===== src/rtl/div_seq_32.sv =====
// Multi-cycle signed restoring divider: quotient to zlow, remainder to zhigh,
// fixed 34-cycle latency from the start edge to the done strobe.
module div_seq_32 #(
  parameter int WIDTH = 32
) (
  input  logic             Clock,
  input  logic             clr_n,
  input  logic             start,
  input  logic [WIDTH-1:0] dividend,
  input  logic [WIDTH-1:0] divisor,
  output logic             busy,
  output logic             done,
  output logic [WIDTH-1:0] zlow,
  output logic [WIDTH-1:0] zhigh,
  output logic             dbz
);

  typedef enum logic [1:0] {
    IDLE = 2'd0,
    CALC = 2'd1,
    FIX  = 2'd2,
    DONE = 2'd3
  } state_t;

  localparam int CW = $clog2(WIDTH + 1);

  state_t           state_r;
  logic [CW-1:0]    cnt_r;
  logic [WIDTH-1:0] rem_r;
  logic [WIDTH-1:0] quo_r;
  logic [WIDTH-1:0] dvsr_r;
  logic             q_neg_r;
  logic             r_neg_r;
  logic             dbz_pend_r;
  logic             busy_r;
  logic             done_r;
  logic [WIDTH-1:0] zlow_r;
  logic [WIDTH-1:0] zhigh_r;
  logic             dbz_r;

  logic [WIDTH-1:0] a_mag_s;
  logic [WIDTH-1:0] b_mag_s;
  logic [WIDTH:0]   shift_s;
  logic [WIDTH:0]   diff_s;
  logic [WIDTH-1:0] q_fix_s;
  logic [WIDTH-1:0] r_fix_s;

  // Operand magnitudes; negating the most negative value wraps to itself,
  // which is exactly its unsigned magnitude.
  always_comb begin
    a_mag_s = dividend;
    b_mag_s = divisor;
    if (dividend[WIDTH-1]) begin
      a_mag_s = -dividend;
    end else begin
      a_mag_s = dividend;
    end
    if (divisor[WIDTH-1]) begin
      b_mag_s = -divisor;
    end else begin
      b_mag_s = divisor;
    end
  end

  // One restoring step: the partial remainder stays below the divisor between
  // steps, so only its shifted form needs the extra bit.
  always_comb begin
    shift_s = {rem_r, quo_r[WIDTH-1]};
    diff_s  = shift_s - {1'b0, dvsr_r};
  end

  // Sign fix-up; with a zero divisor rem_r ends holding |dividend|, so the
  // same negation restores the original dividend for zhigh.
  always_comb begin
    q_fix_s = quo_r;
    r_fix_s = rem_r;
    if (q_neg_r) begin
      q_fix_s = -quo_r;
    end else begin
      q_fix_s = quo_r;
    end
    if (r_neg_r) begin
      r_fix_s = -rem_r;
    end else begin
      r_fix_s = rem_r;
    end
  end

  // Control FSM, iteration datapath and registered outputs.
  always_ff @(posedge Clock or negedge clr_n) begin
    if (!clr_n) begin
      state_r    <= IDLE;
      cnt_r      <= {CW{1'b0}};
      rem_r      <= {WIDTH{1'b0}};
      quo_r      <= {WIDTH{1'b0}};
      dvsr_r     <= {WIDTH{1'b0}};
      q_neg_r    <= 1'b0;
      r_neg_r    <= 1'b0;
      dbz_pend_r <= 1'b0;
      busy_r     <= 1'b0;
      done_r     <= 1'b0;
      zlow_r     <= {WIDTH{1'b0}};
      zhigh_r    <= {WIDTH{1'b0}};
      dbz_r      <= 1'b0;
    end else begin
      case (state_r)
        IDLE: begin
          done_r <= 1'b0;
          if (start) begin
            q_neg_r    <= dividend[WIDTH-1] ^ divisor[WIDTH-1];
            r_neg_r    <= dividend[WIDTH-1];
            quo_r      <= a_mag_s;
            dvsr_r     <= b_mag_s;
            rem_r      <= {WIDTH{1'b0}};
            cnt_r      <= {CW{1'b0}};
            dbz_pend_r <= (divisor == {WIDTH{1'b0}});
            busy_r     <= 1'b1;
            state_r    <= CALC;
          end else begin
            busy_r  <= 1'b0;
            state_r <= IDLE;
          end
        end
        CALC: begin
          if (cnt_r == CW'(WIDTH)) begin
            state_r <= FIX;
          end else begin
            if (!diff_s[WIDTH]) begin
              rem_r <= diff_s[WIDTH-1:0];
              quo_r <= {quo_r[WIDTH-2:0], 1'b1};
            end else begin
              rem_r <= shift_s[WIDTH-1:0];
              quo_r <= {quo_r[WIDTH-2:0], 1'b0};
            end
            cnt_r <= cnt_r + CW'(1);
          end
        end
        FIX: begin
          zlow_r  <= dbz_pend_r ? {WIDTH{1'b1}} : q_fix_s;
          zhigh_r <= r_fix_s;
          dbz_r   <= dbz_pend_r;
          done_r  <= 1'b1;
          state_r <= DONE;
        end
        DONE: begin
          done_r  <= 1'b0;
          busy_r  <= 1'b0;
          state_r <= IDLE;
        end
        default: begin
          done_r  <= 1'b0;
          busy_r  <= 1'b0;
          state_r <= IDLE;
        end
      endcase
    end
  end

  assign busy  = busy_r;
  assign done  = done_r;
  assign zlow  = zlow_r;
  assign zhigh = zhigh_r;
  assign dbz   = dbz_r;

endmodule


===== config.mk =====
export PLATFORM = sky130hd
export DESIGN_NAME = div_seq_32
export DESIGN_NICKNAME = d
export VERILOG_FILES = /design/src/rtl/div_seq_32.sv
export SDC_FILE = /design/constraint.sdc
export NUM_CORES = 1
export LEC_CHECK = 0
export ABC_AREA = 1
export BUFFER_PORTS_ARGS = -buffer_cell sky130_fd_sc_hd__buf_2
export CAP_MARGIN = 20
export CORE_MARGIN = 2
export CORE_UTILIZATION = 50
export DETAILED_ROUTE_END_ITERATION = 7
export HOLD_SLACK_MARGIN = 0.06
export PLACE_DENSITY = 0.65
export SETUP_SLACK_MARGIN = 0.5
export SYNTH_ARGS = -nofsm -noshare
export SYNTH_HDL_FRONTEND = slang
export SYNTH_SLANG_ARGS = --single-unit

===== constraint.sdc =====
create_clock -name Clock -period 3 [get_ports Clock]
set_input_delay 0.45 -clock Clock [delete_from_list [all_inputs] [get_ports Clock]]
set_output_delay 0.45 -clock Clock [all_outputs]
set_load 0.02 [all_outputs]

Yosys cells after proc, flatten, opt, wreduce, memory -nomap -nowiden
Index checks and enable logic that the tools add are counted.
{ "totals": {"register_bits": 174, "out_inout_bits": 67, "input_bits": 67} }
{ "classes": {"add_sub_neg": 6, "n_bitwise": 1, "eq_ne": 7, "mux": 22, "n_reduce_logical": 8} }
{ "ops": {"columns": ["op", "count"], "rows": [
  ["32-bit two-way mux", 10],
  ["32-bit negation", 4],
  ["32-bit one-hot mux with 2 select lines", 2],
  ["33-bit by 32-bit subtractor with 33-bit output", 1],
  ["32-bit logical NOT", 1],
  ["6-bit two-way mux", 2],
  ["6-bit one-hot mux with 2 select lines", 1],
  ["2-bit one-hot mux with 4 select lines", 1],
  ["6-bit by 1-bit adder with 6-bit output (second input constant)", 1],
  ["6-bit == test (second input constant)", 1],
  ["2-bit != test (second input constant)", 3],
  ["2-bit nonzero test", 3],
  ["2-bit == test (second input constant)", 2],
  ["1-bit one-hot mux with 2 select lines", 2],
  ["1-bit two-way mux", 3],
  ["3-bit AND reduction", 1],
  ["2-bit by 1-bit == test with 1-bit output (second input constant)", 1],
  ["2-bit logical NOT", 1],
  ["2-bit two-way mux", 1],
  ["2-bit AND reduction", 1],
  ["2-bit OR reduction", 1],
  ["1-bit bitwise XOR", 1]
]} }

Longest topological paths before layout
{ "logic_depth": {"depth_word": 4, "mapped_depth": 18, "depth_no_buf": 17} }

Worst setup path before layout
Ideal clock, no wire load.
{ "synth_path": {"path_type": "reg2reg", "startpoint": "register quo_r[31]", "endpoint": "register rem_r[10]", "path_stages_with_launch": 19, "setup_slack_ns": 0.818, "setup_time_ns": 0.118, "period_less_slack_ns": 2.182, "t_arrival_ns": 2.064, "n_path_buf": 1, "required_ns": 2.882, "cell_sequence": "dfrtp_1 > inv_1 > ha_1 > fa_1 > inv_1 > nand2_1 > nand2_1 > nand3_1 > nand2_2 > nand2_2 > nand2_4 > nand2_4 > nand2_2 > nand2_2 > nand2_1 > buf_2 > nand2_1 > nand3_1 > nand2_1"} }
{ "synth_between": {"elab_chain_cells": 4} }
{ "synth_rtl": {"columns": ["item", "line", "text"], "rows": [
  ["from (decl)", "30", "logic [WIDTH-1:0] quo_r;"],
  ["from (signal assigned)", "95", "quo_r <= {WIDTH{1'b0}};"],
  ["from (signal assigned)", "112", "quo_r <= a_mag_s;"],
  ["from (signal assigned)", "130", "quo_r <= {quo_r[WIDTH-2:0], 1'b1};"],
  ["33-bit by 32-bit subtractor with 33-bit output", "69", "diff_s = shift_s - {1'b0, dvsr_r};"],
  ["32-bit two-way mux", "128", "if (!diff_s[WIDTH]) begin"],
  ["32-bit two-way mux", "125", "if (cnt_r == CW'(WIDTH)) begin"],
  ["32-bit one-hot mux with 2 select lines", "106", "case (state_r)"],
  ["to (signal assigned)", "114", "rem_r <= {WIDTH{1'b0}};"],
  ["to (signal assigned)", "129", "rem_r <= diff_s[WIDTH-1:0];"],
  ["to (signal assigned)", "132", "rem_r <= shift_s[WIDTH-1:0];"],
  ["to (decl)", "29", "logic [WIDTH-1:0] rem_r;"]
]} }
No other way between the ends. The select of a mux whose other input is x is not followed.
A chain may end at the register's enable or synchronous reset.

Worst setup path in the final report
{ "layout_path": {"startpoint": "register quo_r[31]", "endpoint": "register rem_r[8]"} }
Same word-level chain as after synthesis.

==> impl_metrics.ini <==
[outcome]
outcome = completed

[power]
clock_power_share = 0.179
switching_power_mw = 6.99
p_leak_nw = 8.37
p_seq_frac = 0.282
intPower_mw = 6.68
p_per_area_mw_per_mm2 = 891
ir_drop_v = 0.000521
combinationalPowerShare = 0.539
p_sw_frac = 0.511

[synthesis]
synthTopCellsByArea = dfrtp_1, nand2_1, inv_1
yosysWarnings = 0
yosysSeqAreaShare = 0.324
synth-seq-cells = 174
synth_top_cell_area_share = 0.324
syn-num-nets = 2221
syn_avg_cell_area_um2 = 6.36
synth.distinct_cells = 44
syn-cell-area_mm2 = 0.0134
yosysTopAreaCell = dfrtp_1
netlist_instances = 2110

[placement]
routabilityCongestion = 0.960
io_buffers = 133
placed_cell_area_mm2 = 0.0144
hpwl_um = 35900

[die]
die_x_um = 168
die_area_mm2 = 0.0282
num_rows = 59
top_level_ports = 134
initial_core_util = 0.512
die_h_um = 168
core_mm2 = 0.0262

[min_path]
whs_path_depth = 3
hold_path_class = primary input to flip-flop
hold_path.startpoint = start

[detailed_routing]
routedWlPerCell_um = 18.0
drtIter0Drc = 1238
dr.pass1.iters = 8
via_per_inst = 5.47
drc = 0
ant_nets = 0
wirelength_um = 46400
via_count = 14100

[cells_and_area]
synthToLayoutAreaGrowth_pct = 14.3
fin_area_mm2 = 0.0153
drive_above_1_share = 0.120
nets = 2339
final_common_cell = nand2_1
layout_common_cells = nand2_1, inv_1, nand3_1

[clock_tree]
h-tree-depth = 4
clk_latency_ns = 0.46
clkTransAtPathRegs_ns = 0.09
clock-sinks = 174
cts_tree = yes
cts_root_buf = clkbuf_16
clockBufferDepth = 2
cts_made_buffers = 17

[sta]
finalCriticalPeriod_ns = 2.39
rsz0062_at_grt = false
report.final.slew_viol_count = 0
finalSetupViolCount = 0
fin_worst_skew_ns = 0.0210
worst_slew_pin_slew_ns = 0.938
slew_headroom = 0.368
fin_tns_setup_ns = 0
max_freq_mhz = 418
hold_violations = 0
fin_crit_sh = 0.797

[setup_path]
startpoint = quo_r[31]$_DFFE_PN0P_
required_ns = 3.34
crit_path_end_kind = flip-flop
start_kind = flip-flop
critPathKind = flip-flop to flip-flop
cp_max_fo = 7
r2r-start = quo_r[31]$_DFFE_PN0P_
r2r_cells = 18
crit_arrival_ns = 2.73

[grt]
grt_pass1_vias = 13700
grt_pass1_wl_um = 73700
grt_max_degree = 65
grt.total_usage = 0.334
antenna_found_initial = 3
gr-total-overflow = 0

[run]
maxCapViolCount = 0
==> worst max-delay path, stage by stage (launching register included) <==
cell and delay (ns):
dfrtp_1 0.36, inv_2 0.07, ha_4 0.17, fa_2 0.41
inv_2 0.07, nand2_1 0.04, nand2_1 0.07, nand3_1 0.08
nand2_2 0.09, nand2_2 0.06, nand2_4 0.07, nand2_4 0.07
nand2_4 0.09, nand2_8 0.08, nand2_8 0.14, clkbuf_16 0.17
nand2_1 0.06, nand3_1 0.09, nand2_1 0.07
==> cells by family after synthesis <==
family	after synthesis	share of synthesized area
AO/OA/AOI/OAI	276	0.114
XOR/XNOR	54	0.0352
adder cells (fa/ha/maj)	44	0.0416
buffers and inverters	391	0.113
flip-flops	174	0.324
AND/OR/NAND/NOR	1171	0.371
==> power groups by stage <==
stage / clock [mW] / combinational (mW) / sequential [mW]
finish: 2.44 / 7.36 / 3.86
global placement: 0 / 7.16 / 3.86
detailed placement: 0 / 7.19 / 3.88
floorplan: 0 / 4.43 / 4.20
CTS: 2.46 / 7.25 / 3.85
global route: 2.55 / 8.24 / 3.96
==> cell usage after synthesis <==
cell,instances
buf_1,6
xnor2_1,20
inv_2,6
or2_1,1
o22a_1,1
clkbuf_1,44
and3_1,2
clkinv_1,2
nor3_1,33
nand2_4,2
o31ai_1,6
nor4_1,4
o21ai_0,116
buf_2,11
o21bai_1,7
nand2_1,654
fa_1,1
nand3b_1,8
a21oi_2,4
buf_6,4
o32ai_1,1
a21o_1,1
o211ai_1,12
or2_2,11
buf_4,2
a21oi_1,74
nor3_2,3
and2_1,3
o21ai_1,13
a22oi_1,4
nand4_1,29
nand3_1,202
nor2_1,194
inv_1,316
o221ai_1,3
nor3b_1,1
dfrtp_1,174
xor2_1,34
nor2_2,6
ha_1,43
o22ai_1,13
nand3_2,11
nand2_2,7
a31oi_1,21
==> sequential cells by signal, summed over array words and instances, names as in the netlist <==
| register | flops |
|---|---|
| dvsr_r | 32 |
| quo_r | 32 |
| rem_r | 32 |
| zhigh | 32 |
| zlow | 32 |
| cnt_r | 6 |
| state_r | 2 |
| busy | 1 |
| dbz | 1 |
| dbz_pend_r | 1 |
| done | 1 |
| q_neg_r | 1 |
| r_neg_r | 1 |
==> area by class of cell <==
type	count	area (µm²)
fill	2589	10900
multi-input combinational	1545	7660
sequential	174	4360
inverter	324	1220
timing repair buffer	166	1050
clock buffer	17	425
tap	335	419
clock inverter	15	211
antenna	2	5.00
==> per-layer routing <==
metal  vias up  wire [µm]  global-route usage  part of all wire
met5         -         14                   0           0.00030
met4         2       1880               0.137             0.041
met3        98       2470              0.0400             0.053
met2       460      22600               0.576              0.49
met1      6588      19400               0.427              0.42
li1       6951          -                   -                 -
==> per-stage QoR <==
step / setup WS [ns] / hold WS, ns / instances / util / total power, mW
global route: 0.484 / 0.269 / 2577 / 0.585 / 14.7
detailed placement: 0.306 / 0.464 / 2536 / 0.551 / 11.1
finish: 0.608 / 0.257 / 2578 / 0.585 / 13.7
CTS: 0.525 / 0.254 / 2571 / 0.579 / 13.6
floorplan: 0.818 / 0.154 / 2110 / - / 8.63
global placement: 0.404 / 0.454 / 2536 / 0.551 / 11.0
==> final timing paths <==
check / end / slack (ns)
worst max register to register: rem_r[8]$_DFFE_PN0P_ / 0.61
worst max-delay path: rem_r[8]$_DFFE_PN0P_ / 0.61
max in group asynchronous: rem_r[18]$_DFFE_PN0P_ / 1.61
worst min-delay path: busy$_DFFE_PN0N_ / 0.26
min in group asynchronous: state_r[0]$_DFFE_PN0P_ / 0.54
worst min register to register: zlow[22]$_DFFE_PN0P_ / 0.48
==> what timing repair did <==
item	4_1_cts	5_1_grt
setup buffers	1	3
setup endpoints to repair	30	33
gates cloned	1	2
pin swaps	1	4
hold endpoints to repair	57	0
hold buffers	1	0
gates resized for setup	11	23
Note: power is estimated with default switching activity, not from simulation.
